File: config.mk
export PLATFORM = sky130hd
export DESIGN_NAME = prm_edge_scan_ctrl_flat
export DESIGN_NICKNAME = d
export VERILOG_FILES = /design/src/rtl/prm_edge_scan_if.sv /design/src/rtl/prm_edge_scan_ctrl.sv /design/src/flat_wrapper.sv
export SDC_FILE = /design/constraint.sdc
export NUM_CORES = 1
export LEC_CHECK = 0
export CAP_MARGIN = 20
export CORE_MARGIN = 3
export CORE_UTILIZATION = 40
export DETAILED_ROUTE_END_ITERATION = 12
export PLACE_DENSITY = 0.78
export SLEW_MARGIN = 5
export SYNTH_ARGS = -nofsm -noshare
export SYNTH_HDL_FRONTEND = slang
export SYNTH_SLANG_ARGS = --single-unit
File: constraint.sdc
create_clock -name CLK -period 2.95 [get_ports CLK]
set_input_delay 0.59 -clock CLK [delete_from_list [all_inputs] [get_ports CLK]]
set_output_delay 0.59 -clock CLK [all_outputs]
set_load 0.005 [all_outputs]
File: src/rtl/prm_edge_scan_if.sv
`default_nettype none
// +----------------------------------------------------------------------+
// | prm_edge_scan_if                                                     |
// | Job control, obstacle stream, checker bank and edge-mask RAM bundle. |
// | Revision: 1.0                                                        |
// +----------------------------------------------------------------------+
interface prm_edge_scan_if #(
  parameter int N_EDGE = 1024,
  parameter int GRP_W  = 32,
  parameter int CODE_W = 15
);
  localparam int N_GRP = N_EDGE / GRP_W;
  localparam int AW    = $clog2(N_GRP);

  logic              start;
  logic              abort;
  logic [7:0]        obs_num;
  logic              obs_valid;
  logic              obs_ready;
  logic [CODE_W-1:0] obs_code;
  logic [CODE_W-1:0] chk_code;
  logic [AW-1:0]     chk_grp;
  logic [GRP_W-1:0]  chk_mask;
  logic [AW-1:0]     mem_raddr;
  logic [GRP_W-1:0]  mem_rdata;
  logic              mem_we;
  logic [AW-1:0]     mem_waddr;
  logic [GRP_W-1:0]  mem_wdata;
  logic              busy;
  logic              done;
  logic              any_blocked;

  modport master (
    input  start, abort, obs_num, obs_valid, obs_code, chk_mask, mem_rdata,
    output obs_ready, chk_code, chk_grp, mem_raddr, mem_we, mem_waddr,
           mem_wdata, busy, done, any_blocked
  );

  modport slave (
    output start, abort, obs_num, obs_valid, obs_code, chk_mask, mem_rdata,
    input  obs_ready, chk_code, chk_grp, mem_raddr, mem_we, mem_waddr,
           mem_wdata, busy, done, any_blocked
  );
endinterface
`default_nettype wire

File: src/rtl/prm_edge_scan_ctrl.sv
`default_nettype none
// +----------------------------------------------------------------------+
// | prm_edge_scan_ctrl                                                   |
// | Sweeps every checker group per obstacle and ORs edge masks into RAM. |
// | Revision: 1.0                                                        |
// +----------------------------------------------------------------------+
module prm_edge_scan_ctrl #(
  parameter int N_EDGE = 1024,
  parameter int GRP_W  = 32,
  parameter int CODE_W = 15
) (
  input  wire logic         CLK,
  input  wire logic         RST,
  prm_edge_scan_if.master   bus
);
  localparam int N_GRP = N_EDGE / GRP_W;
  localparam int AW    = $clog2(N_GRP);
  localparam logic [AW-1:0] G_LAST = AW'(N_GRP - 1);

  typedef enum logic [2:0] {
    S_IDLE  = 3'd0,
    S_CLEAR = 3'd1,
    S_FETCH = 3'd2,
    S_SWEEP = 3'd3,
    S_DONE  = 3'd4
  } state_t;

  state_t            state_q, state_d;
  logic [7:0]        rem_q, rem_d;
  logic [AW-1:0]     g_q, g_d;
  logic [CODE_W-1:0] code_q, code_d;
  logic              first_pend_q, first_pend_d;
  logic              first_q, first_d;
  logic [GRP_W-1:0]  mask_q, mask_d;
  logic [AW-1:0]     grp_q, grp_d;
  logic              vld_q, vld_d;
  logic              acc_q, acc_d;
  logic              any_blocked_q, any_blocked_d;

  logic [GRP_W-1:0]  wr_data;
  logic              wr_nz;

  always_ff @(posedge CLK or posedge RST) begin
    if (RST) begin
      state_q       <= S_IDLE;
      rem_q         <= '0;
      g_q           <= '0;
      code_q        <= '0;
      first_pend_q  <= 1'b0;
      first_q       <= 1'b0;
      mask_q        <= '0;
      grp_q         <= '0;
      vld_q         <= 1'b0;
      acc_q         <= 1'b0;
      any_blocked_q <= 1'b0;
    end else begin
      state_q       <= state_d;
      rem_q         <= rem_d;
      g_q           <= g_d;
      code_q        <= code_d;
      first_pend_q  <= first_pend_d;
      first_q       <= first_d;
      mask_q        <= mask_d;
      grp_q         <= grp_d;
      vld_q         <= vld_d;
      acc_q         <= acc_d;
      any_blocked_q <= any_blocked_d;
    end
  end

  // Write stage: the first obstacle of a job overwrites, later ones merge.
  always_comb begin
    wr_data = first_q ? mask_q : (mask_q | bus.mem_rdata);
    wr_nz   = vld_q && (wr_data != '0);
  end

  always_comb begin
    state_d       = state_q;
    rem_d         = rem_q;
    g_d           = g_q;
    code_d        = code_q;
    first_pend_d  = first_pend_q;
    first_d       = first_q;
    mask_d        = bus.chk_mask;
    grp_d         = g_q;
    vld_d         = 1'b0;
    acc_d         = acc_q | wr_nz;
    any_blocked_d = any_blocked_q;

    case (state_q)
      S_IDLE: begin
        if (bus.start && !bus.abort) begin
          rem_d         = bus.obs_num;
          acc_d         = 1'b0;
          any_blocked_d = 1'b0;
          first_pend_d  = 1'b1;
          g_d           = '0;
          state_d       = (bus.obs_num == 8'd0) ? S_CLEAR : S_FETCH;
        end
      end
      S_CLEAR: begin
        g_d = g_q + AW'(1);
        if (g_q == G_LAST) begin
          g_d     = '0;
          state_d = S_DONE;
        end
      end
      S_FETCH: begin
        if (bus.obs_valid) begin
          code_d       = bus.obs_code;
          g_d          = '0;
          first_d      = first_pend_q;
          first_pend_d = 1'b0;
          state_d      = S_SWEEP;
        end
      end
      S_SWEEP: begin
        vld_d = 1'b1;
        g_d   = g_q + AW'(1);
        if (g_q == G_LAST) begin
          g_d     = '0;
          rem_d   = rem_q - 8'd1;
          state_d = (rem_q == 8'd1) ? S_DONE : S_FETCH;
        end
      end
      S_DONE: begin
        any_blocked_d = acc_q | wr_nz;
        state_d       = S_IDLE;
      end
      default: state_d = S_IDLE;
    endcase

    // Abort drops the in-flight write along with the job.
    if (bus.abort && (state_q != S_IDLE)) begin
      state_d = S_IDLE;
      vld_d   = 1'b0;
    end
  end

  always_comb begin
    bus.obs_ready   = (state_q == S_FETCH);
    bus.chk_code    = code_q;
    bus.chk_grp     = g_q;
    bus.mem_raddr   = g_q;
    bus.mem_we      = vld_q || (state_q == S_CLEAR);
    bus.mem_waddr   = (state_q == S_CLEAR) ? g_q : grp_q;
    bus.mem_wdata   = vld_q ? wr_data : '0;
    bus.busy        = (state_q != S_IDLE);
    bus.done        = (state_q == S_DONE);
    // The final write lands in the DONE cycle, so fold it in combinationally.
    bus.any_blocked = (state_q == S_DONE) ? (acc_q | wr_nz) : any_blocked_q;
  end
endmodule
`default_nettype wire

File: src/flat_wrapper.sv
// flat-port wrapper written by rule: the top's interface ports become plain ports
module prm_edge_scan_ctrl_flat 
#(
  parameter int N_EDGE = 1024,
  parameter int GRP_W  = 32,
  parameter int CODE_W = 15
)
  (CLK, RST, bus_start, bus_abort, bus_obs_num, bus_obs_valid, bus_obs_code, bus_chk_mask, bus_mem_rdata, bus_obs_ready, bus_chk_code, bus_chk_grp, bus_mem_raddr, bus_mem_we, bus_mem_waddr, bus_mem_wdata, bus_busy, bus_done, bus_any_blocked);
  prm_edge_scan_if #(.N_EDGE(N_EDGE), .GRP_W(GRP_W), .CODE_W(CODE_W)) bus_i ();
  input  wire logic CLK;
  input  wire logic RST;
  input wire logic [$bits(bus_i.start)-1:0] bus_start;
  input wire logic [$bits(bus_i.abort)-1:0] bus_abort;
  input wire logic [$bits(bus_i.obs_num)-1:0] bus_obs_num;
  input wire logic [$bits(bus_i.obs_valid)-1:0] bus_obs_valid;
  input wire logic [$bits(bus_i.obs_code)-1:0] bus_obs_code;
  input wire logic [$bits(bus_i.chk_mask)-1:0] bus_chk_mask;
  input wire logic [$bits(bus_i.mem_rdata)-1:0] bus_mem_rdata;
  output wire logic [$bits(bus_i.obs_ready)-1:0] bus_obs_ready;
  output wire logic [$bits(bus_i.chk_code)-1:0] bus_chk_code;
  output wire logic [$bits(bus_i.chk_grp)-1:0] bus_chk_grp;
  output wire logic [$bits(bus_i.mem_raddr)-1:0] bus_mem_raddr;
  output wire logic [$bits(bus_i.mem_we)-1:0] bus_mem_we;
  output wire logic [$bits(bus_i.mem_waddr)-1:0] bus_mem_waddr;
  output wire logic [$bits(bus_i.mem_wdata)-1:0] bus_mem_wdata;
  output wire logic [$bits(bus_i.busy)-1:0] bus_busy;
  output wire logic [$bits(bus_i.done)-1:0] bus_done;
  output wire logic [$bits(bus_i.any_blocked)-1:0] bus_any_blocked;
  assign bus_i.start = bus_start;
  assign bus_i.abort = bus_abort;
  assign bus_i.obs_num = bus_obs_num;
  assign bus_i.obs_valid = bus_obs_valid;
  assign bus_i.obs_code = bus_obs_code;
  assign bus_i.chk_mask = bus_chk_mask;
  assign bus_i.mem_rdata = bus_mem_rdata;
  assign bus_obs_ready = bus_i.obs_ready;
  assign bus_chk_code = bus_i.chk_code;
  assign bus_chk_grp = bus_i.chk_grp;
  assign bus_mem_raddr = bus_i.mem_raddr;
  assign bus_mem_we = bus_i.mem_we;
  assign bus_mem_waddr = bus_i.mem_waddr;
  assign bus_mem_wdata = bus_i.mem_wdata;
  assign bus_busy = bus_i.busy;
  assign bus_done = bus_i.done;
  assign bus_any_blocked = bus_i.any_blocked;
  prm_edge_scan_ctrl #(.N_EDGE(N_EDGE), .GRP_W(GRP_W), .CODE_W(CODE_W)) u_core (.CLK(CLK), .RST(RST), .bus(bus_i));
endmodule
# Yosys cells after proc, flatten, opt, wreduce, memory -nomap -nowiden
# Cells that the tools add are included.
dict set report word_totals {
  input_bits 92
  wordCells 76
  out_inout_bits 67
  regBits 73
}
dict set report op_classes {
  n_bitwise 2
  n_mux 28
  addsub 2
  eq_ne 13
  n_reduce_logical 20
}
# cell count
set ops {}
lappend ops {{32-bit 2-to-1 mux} 2}
lappend ops {{32-bit OR} 1}
lappend ops {{32-bit nonzero test} 1}
lappend ops {{5-bit 2-to-1 mux} 4}
lappend ops {{3-bit 2-to-1 mux} 6}
lappend ops {{8-bit 2-to-1 mux} 2}
lappend ops {{8-bit case mux with 2 select lines} 1}
lappend ops {{5-bit case mux with 3 select lines} 1}
lappend ops {{3-bit case mux with 4 select lines} 1}
lappend ops {{3-bit by 1-bit inequality test with 1-bit output (second input constant)} 3}
lappend ops {{3-bit AND reduction} 3}
lappend ops {{8-bit by 1-bit == test with 1-bit output (second input constant)} 1}
lappend ops {{8-bit zero test} 1}
lappend ops {{1-bit 2-to-1 mux} 8}
lappend ops {{8-bit by 1-bit subtractor with 8-bit output (second input constant)} 1}
lappend ops {{3-bit by 2-bit == test with 1-bit output (second input constant)} 2}
lappend ops {{2-bit nonzero test} 3}
lappend ops {{3-bit nonzero test} 2}
lappend ops {{5-bit by 1-bit adder with 5-bit output (second input constant)} 1}
lappend ops {{5-bit == test (second input constant)} 1}
lappend ops {{2-bit by 1-bit inequality test with 1-bit output (second input constant)} 2}
lappend ops {{1-bit case mux with 2 select lines} 2}
lappend ops {{2-bit AND reduction} 2}
lappend ops {{4-bit AND reduction} 1}
lappend ops {{11 further kinds} 13}

# Longest topological paths before layout
# Gate-level depths: netlist of the first run.
dict set report depth {
  word_depth 7
  depth_mapped 7
  ltp_nobuf 7
}

# Worst setup path before layout of the first run
# No wires, ideal clock.
dict set report synth_path {
  path_kind {register to output}
  start {reg u_core.mask_q[22]}
  end {out bus_any_blocked}
  required_ns 2.360
  n_path_buf 0
  t_arrival_ns 1.374
  stages_incl_launch_ff 5
  setup_slack_ns 0.986
  cell_sequence {dfrtp_1 > or4_1 > nor4_1 > o211ai_1 > a22o_1}
}
dict set report synth_between {
  elab_chain_cells 6
}
# element line
set synth_lines {}
lappend synth_lines {{start, declared} prm_edge_scan_ctrl.sv:34} ;# logic [GRP_W-1:0] mask_q, mask_d;
lappend synth_lines {{start signal, assigned} prm_edge_scan_ctrl.sv:63} ;# mask_q <= mask_d;
lappend synth_lines {{32-bit OR} prm_edge_scan_ctrl.sv:73} ;# wr_data = first_q ? mask_q : (mask_q | bus.mem_rdata);
lappend synth_lines {{32-bit 2-to-1 mux (*)} prm_edge_scan_ctrl.sv:73}
lappend synth_lines {{32-bit nonzero test (*)} prm_edge_scan_ctrl.sv:74} ;# wr_nz = vld_q && (wr_data != '0);
lappend synth_lines {{1-bit logical AND (*)} prm_edge_scan_ctrl.sv:74}
lappend synth_lines {{1-bit OR (*)} prm_edge_scan_ctrl.sv:151} ;# bus.any_blocked = (state_q == S_DONE) ? (acc_q | wr_nz) : any_blocked_q;
lappend synth_lines {{1-bit 2-to-1 mux (*)} prm_edge_scan_ctrl.sv:151}
lappend synth_lines {{end, declared} flat_wrapper.sv:28} ;# output wire logic [$bits(bus_i.any_blocked)-1:0] bus_any_blocked;
# Every way passes the cells marked *; elsewhere a longest branch is shown, timed or not.

# Final worst setup path of the first run
dict set report layout_path {
  start {in bus_mem_rdata[13]}
  end {out bus_any_blocked}
}
dict set report layout_between {
  elab_chain_cells 6
}
# element line
set layout_lines {}
lappend layout_lines {{start, declared} flat_wrapper.sv:18} ;# input wire logic [$bits(bus_i.mem_rdata)-1:0] bus_mem_rdata;
lappend layout_lines {{32-bit OR} prm_edge_scan_ctrl.sv:73}
lappend layout_lines {{32-bit 2-to-1 mux} prm_edge_scan_ctrl.sv:73}
lappend layout_lines {{32-bit nonzero test} prm_edge_scan_ctrl.sv:74}
lappend layout_lines {{1-bit logical AND} prm_edge_scan_ctrl.sv:74}
lappend layout_lines {{1-bit OR} prm_edge_scan_ctrl.sv:151}
lappend layout_lines {{1-bit 2-to-1 mux} prm_edge_scan_ctrl.sv:151}
# Every way passes these cells.

==> summary.txt, run 1 <==
Status
  – Status: complete, no violations

Drt
  – 1st-iter DRT viols: 90
  – Routed WL per cell: between 15 and 20 um
  – DRC: 0
  – Post-route ant nets: 0
  – Vias/cell: 5.30
  – DRT Pass-1 Iters: 4
  – Vias after detailed routing: 3082
  – Final WL: between 9000 and 10000 um

Placed design
  – GP Congestion: 0.937
  – DP Area: 5120 sq um
  – PortBufs: 158
  – Placed instance count: 565
  – Detailed-placement wirelength estimate: 7400 um
  – Post-placement setup slack: -340 ps

Yosys
  – Post-synth EDFFs: 0
  – Synth Instances: 308
  – Top_reg_cell synth: dfrtp_1
  – Syn Nets: 404
  – Ys Warns: 0
  – Register area share after synthesis: 0.536
  – Async S/R FF share, synth: 1.00
  – Syn Area/Cell: 11.1 sq um
  – Top cells by area, synth: dfrtp_1 (54%), mux2_2 (7.3%), o21a_1 (7.0%)
  – Most numerous cell in the Yosys netlist: dfrtp_1
  – Cell taking the most area after synthesis: dfrtp_1
  – #FFs+latches synth: 73
  – Post-synth top area share: 0.536
  – Cell variety after synth: 42
  – Post-Synthesis Cell Area: between 3000 and 4000 sq um
  – Commonest cells in the netlist: dfrtp_1 (73), nor2b_1 (33), o21a_1 (32), mux2_2 (22), nor4_1 (21)

Cells and area
  – Nets: 568
  – ANT cells: 0
  – Post-route insts no fill: 582
  – Final core occ: 0.659
  – Register area: 1830 sq um
  – Area Growth Syn to Fin: 59.6%
  – Filler Cell Count: 663
  – Multi-input gate area: roughly 1500 sq um
  – Fin area: between 5000 and 6000 sq um
  – Layout cells sized above 1: 0.140

Floorplan
  – Top Ports: ~160
  – Die height: ~100 um
  – Die width: 98.3 um
  – Core ar.: about 8300 sq um
  – Full die area: 9670 sq um
  – Placement row count: 33
  – Initial core utilization: 0.413

Setup path
  – Crit Reg-Reg Endpoint: u_core.rem_q[0]
  – Critical path endpoint category: primary output
  – Worst-path cell chain: clkdlybuf4s50_1 > nor4_2 > nand4_1 > nor2_2 > o211ai_1 > a22o_1 > dlygate4sd2_1
  – Max FO, Critical Path: 2
  – Cell count of the worst reg-to-reg path: 7
  – CP Data Required Time: 2360 ps
  – CP startpoint kind: input port
  – Kind of critical path: input port to primary output
  – Worst Path Arrival: 2320 ps
  – Slowest CP cell: clkdlybuf4s50_1
  – R2R Path Start: u_core.bus.chk_grp[0]
  – CP max stage delay: 450 ps
  – Setup slack, reg-to-reg: 760 ps

Worst hold path
  – Hold Path End: u_core.grp_q[4]
  – Hold WC Path Type: register to register
  – Hold Path Origin: u_core.bus.chk_grp[4]
  – Hold Path Stages: 0

Timing
  – Final worst slack: 41.4 ps
  – Hold WS: 504 ps
  – Setup TNS: 0 ps
  – Fin. Hold Viols: 0
  – Slew @ Worst Pin: 663 ps
  – Final min period: a little under 3000 ps
  – Setup violations, final: 0
  – Slew HR: 0.558
  – Fin. max-slew vios: 0
  – Max Clk Rate: 344 MHz
  – Period utilisation layout: 0.986
  – Post-Route Skew: 7.25 ps

Clocking
  – Longest Clk Path Bufs: 2
  – CTS sink cnt: 73
  – Clock root cell: clkbuf_8
  – H-tree depth: 3
  – Hold buffers post-CTS: 0
  – CTS tree: built
  – Clock-pin slew on the worst setup and hold paths: 80 ps
  – CTS Buf Count: 9
  – Clk_lat worst skew: approximately 340 ps

Global routing
  – Met3 Use GR: 0.0436
  – Grt total ovfl: 0
  – Global-route wire length before repair: between 15000 and 20000 um
  – Largest net degree at the start of global routing: 30
  – Met1 Use GR: 0.267
  – GRT busiest layer: met2
  – Met2 usage: 0.340
  – Vias in the first global route: 3281
  – GRT Util Overall: 0.206
  – Initial antenna violation count: 0

Power
  – Total power: about 3.7 mW
  – Lkg Pwr: between 2 and 2.5 nW
  – Psw: ~1.1 mW
  – Part of the power in the clock network: 0.265
  – Max IR drop VDD: around 0.42 mV
  – Power share of the sequential group: 0.392
  – Comb power frac: 0.343
  – Power per standard cell area: 674 nW/um^2
  – Cell Int Power: roughly 2.6 mW
  – Switching Share: 0.297

Flow run
  – Max cap viols: 0
[registers in the layout, summed over array words and instances, names as in the netlist]
register	flops
u_core.bus.chk_code	15
u_core.bus.chk_grp	5
u_core.acc_q	1
u_core.vld_q	1
u_core.mask_q	32
u_core.grp_q	5
u_core.rem_q	8
u_core.state_q	3
u_core.first_pend_q	1
u_core.any_blocked_q	1
u_core.first_q	1
[how the worst max path moves through the flow]
stage / endpoint / cells after the start / slack, ps / from
2_1_floorplan: u_core.acc_q / 1 / 510 / RST
3_3_place_gp: bus_any_blocked / 7 / -300 / bus_mem_rdata[30]
3_5_place_dp: bus_any_blocked / 7 / -340 / bus_mem_rdata[30]
4_1_cts: bus_any_blocked / 8 / -20 / bus_mem_rdata[16]
5_1_grt: bus_any_blocked / 7 / -20 / bus_mem_rdata[13]
6_report: bus_any_blocked / 7 / 40 / bus_mem_rdata[13]
[cell usage in the layout (no fill, tap or decap), types with 4 or more instances in the layout]
cell,synthesis,routed
ha_1,4,4
a21oi_1,10,10
dlymetal6s2s_1,0,5
nor2_1,20,19
nor2b_1,33,32
nand3_1,5,5
dfrtp_1,73,73
buf_4,7,14
nor4_2,0,5
clkdlybuf4s50_1,0,152
mux2_2,22,22
clkbuf_8,0,11
nor4_1,21,15
o21a_1,32,32
inv_1,7,6
nand2_1,7,7
o21ai_0,17,17
[critical path: cells and delay by family]
family / cells / cell delay, ps
buffers and inverters: 2 / 720
AOI/OAI and AO/OA: 2 / 350
and+or+nand+nor: 3 / 660
[layer usage]
layer  vias up  share of wire  routed length [um]
met5         -              0                   0
met4         0          0.020                 191
met3        19          0.069                 672
met2       148           0.50                4860
met1      1490           0.41                3990
li1       1425              -                   -
[repair_timing]
item                       in CTS  in global routing
pin swaps                       3                  7
setup endpoints to repair       6                  1
resized for setup               6                  9
buffers inserted                1                  0
[cell families (layout without fill, tap and decap cells)]
group	Yosys count	count (layout)	synth area share
AOI/OAI and AO/OA	76	76	0.155
muxes	22	22	0.0727
DFF	73	73	0.536
and+or+nand+nor	106	106	0.178
buffers and inverters	27	196	0.0433
adders and majority gates	4	4	0.0147
[cell type report]
cell class / instances / share of cell area
inverters: 7 / 0.00483
flip-flops and latches: 73 / 0.336
well taps: 105 / 0.0241
repair buffers: 173 / 0.316
multi-input cells: 208 / 0.273
clock buffers: 12 / 0.0285
clock inverters: 4 / 0.0182
[power by group through the flow]
stage / sequential, mW / clock (mW) / combinational, mW
after floorplan: 1.39 / 0 / 0.677
after global placement: 1.44 / 0 / 1.22
after detailed placement: 1.45 / 0 / 1.25
after CTS: 1.44 / 1.00 / 1.27
after global routing: 1.48 / 1.05 / 1.39
final: 1.44 / 0.974 / 1.26
(Power assumes the default switching activity.)
==> run 2: changes to the inputs <==
--- a/config.mk
+++ b/config.mk
@@ -5,8 +5,9 @@
 export SDC_FILE = /design/constraint.sdc
 export NUM_CORES = 1
 export LEC_CHECK = 0
+export ABC_AREA = 0
 export CAP_MARGIN = 20
-export CORE_MARGIN = 3
+export CORE_MARGIN = 5
 export CORE_UTILIZATION = 40
 export DETAILED_ROUTE_END_ITERATION = 12
 export PLACE_DENSITY = 0.78
==> run 2 against run 1 <==
  * First-iteration DRC count is 3.3% lower
  * Sequential power hardly changed
  * Setup slack better by 41 ps
  * Global-route usage is 1.4 points lower
  * Clock skew is 1.5 ps higher
  * Clock-buffer cell count is 1 lower
  * Final area is 1.4% lower
  * Critical endpoint unchanged
  * Largest power group unchanged
==> summary.txt, run 2 (synthesis gave the netlist of run 1 again) <==
Clocking
  – Clock root cell: clkbuf_8
  – Clock-pin slew on the worst setup and hold paths: 70 ps
  – Hold buffers post-CTS: 0
  – CTS tree: built
  – Longest Clk Path Bufs: 2
  – Clk_lat worst skew: between 300 and 400 ps
  – H-tree depth: 3
  – CTS sink cnt: 73
  – CTS Buf Count: 9

Floorplan
  – Full die area: 10500 sq um
  – Top Ports: 159
  – Initial core utilization: 0.413
  – Die width: ~100 um
  – Placement row count: 33
  – Die height: 102 um
  – Core ar.: a little over 8000 sq um

Drt
  – Vias after detailed routing: 2997
  – DRT Pass-1 Iters: 4
  – Final WL: 9920 um
  – Routed WL per cell: 17.2 um
  – 1st-iter DRT viols: 87
  – DRC: 0
  – Vias/cell: 5.20
  – Post-route ant nets: 0

Placed design
  – DP Area: 5070 sq um
  – PortBufs: 158
  – GP Congestion: 0.912
  – Detailed-placement wirelength estimate: 7560 um
  – Post-placement setup slack: -305 ps
  – Placed instance count: approximately 560

Timing
  – Period utilisation layout: 0.972
  – Setup violations, final: 0
  – Final min period: 2870 ps
  – Post-Route Skew: approximately 8.7 ps
  – Fin. max-slew vios: 0
  – Setup TNS: 0 ps
  – Slew HR: 0.563
  – Fin. Hold Viols: 0
  – Slew @ Worst Pin: 655 ps
  – RSZ-0062 raised after global routing: false
  – Max Clk Rate: 349 MHz
  – Final worst slack: between 80 and 90 ps
  – Hold WS: between 500 and 600 ps

Setup path
  – Worst-path cell chain: clkdlybuf4s50_1 > nor4_1 > nand4_1 > nor2_1 > o211ai_1 > a22o_1 > dlygate4sd2_1
  – CP Data Required Time: 2360 ps
  – CP delay by family, top: buffers and inverters
  – CP max stage delay: about 430 ps
  – Buf/Inv on CP: 2
  – Kind of critical path: input port to primary output
  – Worst Path Arrival: roughly 2300 ps
  – CP startpoint kind: input port
  – Max FO, Critical Path: 2
  – Critical path endpoint category: primary output
  – Slowest CP cell: clkdlybuf4s50_1

Cells and area
  – Most common cell after layout, fill and taps aside: clkdlybuf4s50_1
  – Most frequent cells in the layout: clkdlybuf4s50_1 (155), dfrtp_1 (73), nor2b_1 (32), o21a_1 (32), mux2_2 (22)
  – Multi-input gate area: 1480 sq um
  – Filler Cell Count: 691
  – Max reg flops: 32
  – Largest Register: u_core.mask_q
  – Area Growth Syn to Fin: 57.4%
  – Fin area: roughly 5400 sq um
  – Layout cells sized above 1: 0.123
  – ANT cells: 0
  – Final core occ: 0.650
  – Register area: 1830 sq um
  – Post-route insts no fill: 576
  – Nets: 562

Global routing
  – Global-route wire length before repair: between 15000 and 20000 um
  – Largest net degree at the start of global routing: 51
  – Initial antenna violation count: 0
  – Vias in the first global route: roughly 3200
  – GRT Util Overall: 0.192
  – Grt total ovfl: 0

Power
  – Power per standard cell area: just under 700 nW/um^2
  – Lkg Pwr: 2.20 nW
  – Max IR drop VDD: 0.371 mV
  – Comb power frac: 0.344
  – Power share of the sequential group: 0.395
  – Psw: ~1.1 mW
  – Total power: 3.64 mW
  – Switching Share: 0.298
  – Cell Int Power: around 2.6 mW
  – Part of the power in the clock network: 0.261

Status
  – Status: complete, no violations

Flow run
  – Max cap viols: 0

Worst hold path
  – Hold WC Path Type: register to register
run 2: changes by cell type in the layout (fill, tap and decap cells not counted), sizes merged:
| cell | delta |
|---|---|
| dlymetal6s2s | -4 |
| clkdlybuf4s50 | +3 |
| clkbuf | -1 |
| clkinvlp | +1 |
| buf | -6 |
| dlygate4sd2 | +1 |
run 2: per-layer routing:
layer,track usage,vias up,share of wire
li1,-,1418,-
met1,0.231,1459,0.40
met2,0.338,113,0.51
met3,0.0464,7,0.077
met4,0.0616,0,0.0070
met5,0,-,0
run 2: worst reg2reg max path: stages (launching register included):
cell and delay [ps]:
dfrtp_1 460, ha_1 260, and3_1 190, ha_1 240, a32oi_2 560, nor3_1 100
a21oi_1 130, o21ai_0 100
run 2: final timing paths:
| check | startpoint | to | slack, ps | cells past startpoint |
|---|---|---|---|---|
| worst max-delay path | bus_mem_rdata[6] | bus_any_blocked | 80 | 7 |
| worst min-delay path | u_core.first_pend_q | u_core.first_q | 510 | 1 |
| worst max register to register | u_core.bus.chk_grp[0] | u_core.rem_q[0] | 770 | 7 |
| worst min register to register | u_core.first_pend_q | u_core.first_q | 510 | 1 |
| max in group asynchronous | RST | u_core.mask_q[31] | 1680 | 3 |
| min in group asynchronous | RST | u_core.bus.chk_code[8] | 620 | 2 |
run 2: final cells by class:
type | count | area share
Sequential cell | 73 | 0.340
Timing Repair Buffer | 167 | 0.310
Multi-Input combinational cell | 208 | 0.275
Clock buffer | 11 | 0.0263
Tap cell | 105 | 0.0245
Clock inverter | 5 | 0.0191
Inverter | 7 | 0.00490
run 2: what timing repair did:
action                                  in CTS  in global routing
endpoints found under the hold margin        0                  0
pin swaps                                    4                  4
resized for setup                            7                  3
buffers inserted                             1                  0
endpoints found under the setup margin       6                  4
run 2: power groups by stage:
stage	Combinational [mW]	Clock (mW)	Sequential (mW)
2_1_floorplan	0.677	0	1.39
3_3_place_gp	1.22	0	1.43
3_5_place_dp	1.25	0	1.45
4_1_cts	1.27	0.979	1.43
5_1_grt	1.38	1.03	1.48
6_report	1.25	0.949	1.44
==> run 3: changes to the inputs <==
--- a/config.mk
+++ b/config.mk
@@ -11,6 +11,7 @@
 export CORE_UTILIZATION = 40
 export DETAILED_ROUTE_END_ITERATION = 12
 export PLACE_DENSITY = 0.78
+export SKIP_LAST_GASP = 1
 export SLEW_MARGIN = 5
 export SYNTH_ARGS = -nofsm -noshare
 export SYNTH_HDL_FRONTEND = slang
==> run 3 against run 2 <==
  * Clock-buffer cell count is the same
  * Sequential share of layout area is essentially flat
  * Die area is the same
  * Critical path depth is the same
  * Clock skew is essentially flat
  * Sequential power is essentially flat
  * First-iteration DRC count shrank 15%
  * Critical endpoint unchanged
  * Largest cell class unchanged
  * Largest power group unchanged
==> summary.txt, run 3 (synthesis gave the netlist of run 1 again) <==
Timing
  – Setup violations, final: 0
  – RSZ-0062 raised after global routing: true
  – Post-Route Skew: ~8.6 ps
  – Slew HR: 0.569
  – Final min period: approximately 2900 ps
  – Slew @ Worst Pin: 646 ps
  – Max Clk Rate: 348 MHz
  – Period utilisation layout: 0.973
  – Fin. Hold Viols: 0
  – Fin. max-slew vios: 0

Drt
  – DRT Pass-1 Iters: 4
  – Final WL: 9920 um
  – Post-route ant nets: 0
  – Vias after detailed routing: 3001
  – Vias/cell: 5.21
  – Routed WL per cell: 17.2 um
  – DRC: 0
  – 1st-iter DRT viols: 74

Global routing
  – Initial antenna violation count: 0
  – Grt total ovfl: 0
  – Largest net degree at the start of global routing: 51
  – Global-route wire length before repair: 15500 um
  – Vias in the first global route: roughly 3200
  – GRT Util Overall: 0.192

Cells and area
  – Most frequent cells in the layout: clkdlybuf4s50_1 (157), dfrtp_1 (73), nor2b_1 (32), o21a_1 (32), mux2_2 (22)
  – Area Growth Syn to Fin: 57.4%
  – Most common cell after layout, fill and taps aside: clkdlybuf4s50_1
  – Layout cells sized above 1: 0.121
  – ANT cells: 0
  – Max reg flops: 32
  – Final core occ: 0.650
  – Fin area: 5370 sq um
  – Largest Register: u_core.mask_q
  – Nets: 562

Clocking
  – Clk_lat worst skew: 340 ps
  – Hold buffers post-CTS: 0
  – CTS Buf Count: 9
  – Longest Clk Path Bufs: 2
  – CTS sink cnt: between 70 and 80
  – Clock root cell: clkbuf_8
  – CTS tree: built
  – Clock-pin slew on the worst setup and hold paths: 70 ps
  – H-tree depth: 3

Floorplan
  – Placement row count: 33
  – Die width: 102 um
  – Initial core utilization: 0.413
  – Die height: 102 um
  – Top Ports: 159
  – Core ar.: 8260 sq um
  – Full die area: 10500 sq um

Power
  – Power per standard cell area: between 600 and 700 nW/um^2
  – Total power: 3.64 mW
  – Max IR drop VDD: 0.371 mV
  – Lkg Pwr: 2.19 nW

Setup path
  – Worst Path Arrival: 2280 ps
  – Max FO, Critical Path: 2
  – CP Data Required Time: ~2400 ps
  – Critical path endpoint category: primary output
  – CP startpoint kind: input port
  – Kind of critical path: input port to primary output

Flow run
  – Max cap viols: 0

Placed design
  – PortBufs: 158
  – Detailed-placement wirelength estimate: about 7600 um
  – DP Area: a little over 5000 sq um
  – GP Congestion: 0.912

Status
  – Status: complete, no violations

Worst hold path
  – Hold WC Path Type: register to register
run 3: power breakdown:
group | switching [mW] | total [mW] | internal (mW)
clock network | 0.367 | 0.951 | 0.584
logic | 0.514 | 1.25 | 0.739
registers | 0.206 | 1.44 | 1.23
run 3: through the flow:
step                TNS [ps]  std cells  hold slack (ps)  worst slack, ps
finish                     0        576              505             78.4
global route           -12.7        576              521            -12.7
CTS                    -5.17        576              508            -5.17
detailed placement      -305        559              492             -305
global placement        -337        559              488             -337
floorplan                  0        308              454              507
run 3: area by class of cell:
class / count / area (sq um)
fillers: 687 / 2890
multi-input cells: 208 / 1480
repair buffers: 167 / 1660
clock buffers: 11 / 141
inverters: 7 / 26.3
flip-flops and latches: 73 / 1830
well taps: 105 / 131
clock inverters: 5 / 103
run 3: critical path, stage by stage:
cell and delay [ps]:
clkdlybuf4s50_1 460, nor4_4 320, nand4_1 150, nor2_1 140, o211ai_1 140, a22o_1 210, dlygate4sd2_1 270
run 3: path summary, 6_finish.rpt:
kind	start	end	slack, ps	cells past startpoint
setup reg to reg	u_core.bus.chk_grp[0]	u_core.rem_q[0]	780	7
hold reg to reg	u_core.first_pend_q	u_core.first_q	500	1
min in group asynchronous	RST	u_core.bus.chk_code[8]	620	2
hold / removal	u_core.first_pend_q	u_core.first_q	500	1
setup / recovery	bus_mem_rdata[27]	bus_any_blocked	80	7
max in group asynchronous	RST	u_core.mask_q[31]	1680	3
run 3: per-layer routing:
metal,track usage,routed length [um]
met5,0,0
met4,0.0616,69
met2,0.338,5040
met3,0.0464,815
met1,0.231,4000
run 3: timing repair:
action | in CTS | in global routing
buffers inserted | 1 | 0
pin swaps | 4 | 5
resized for setup | 6 | 2
endpoints found under the setup margin | 6 | 4
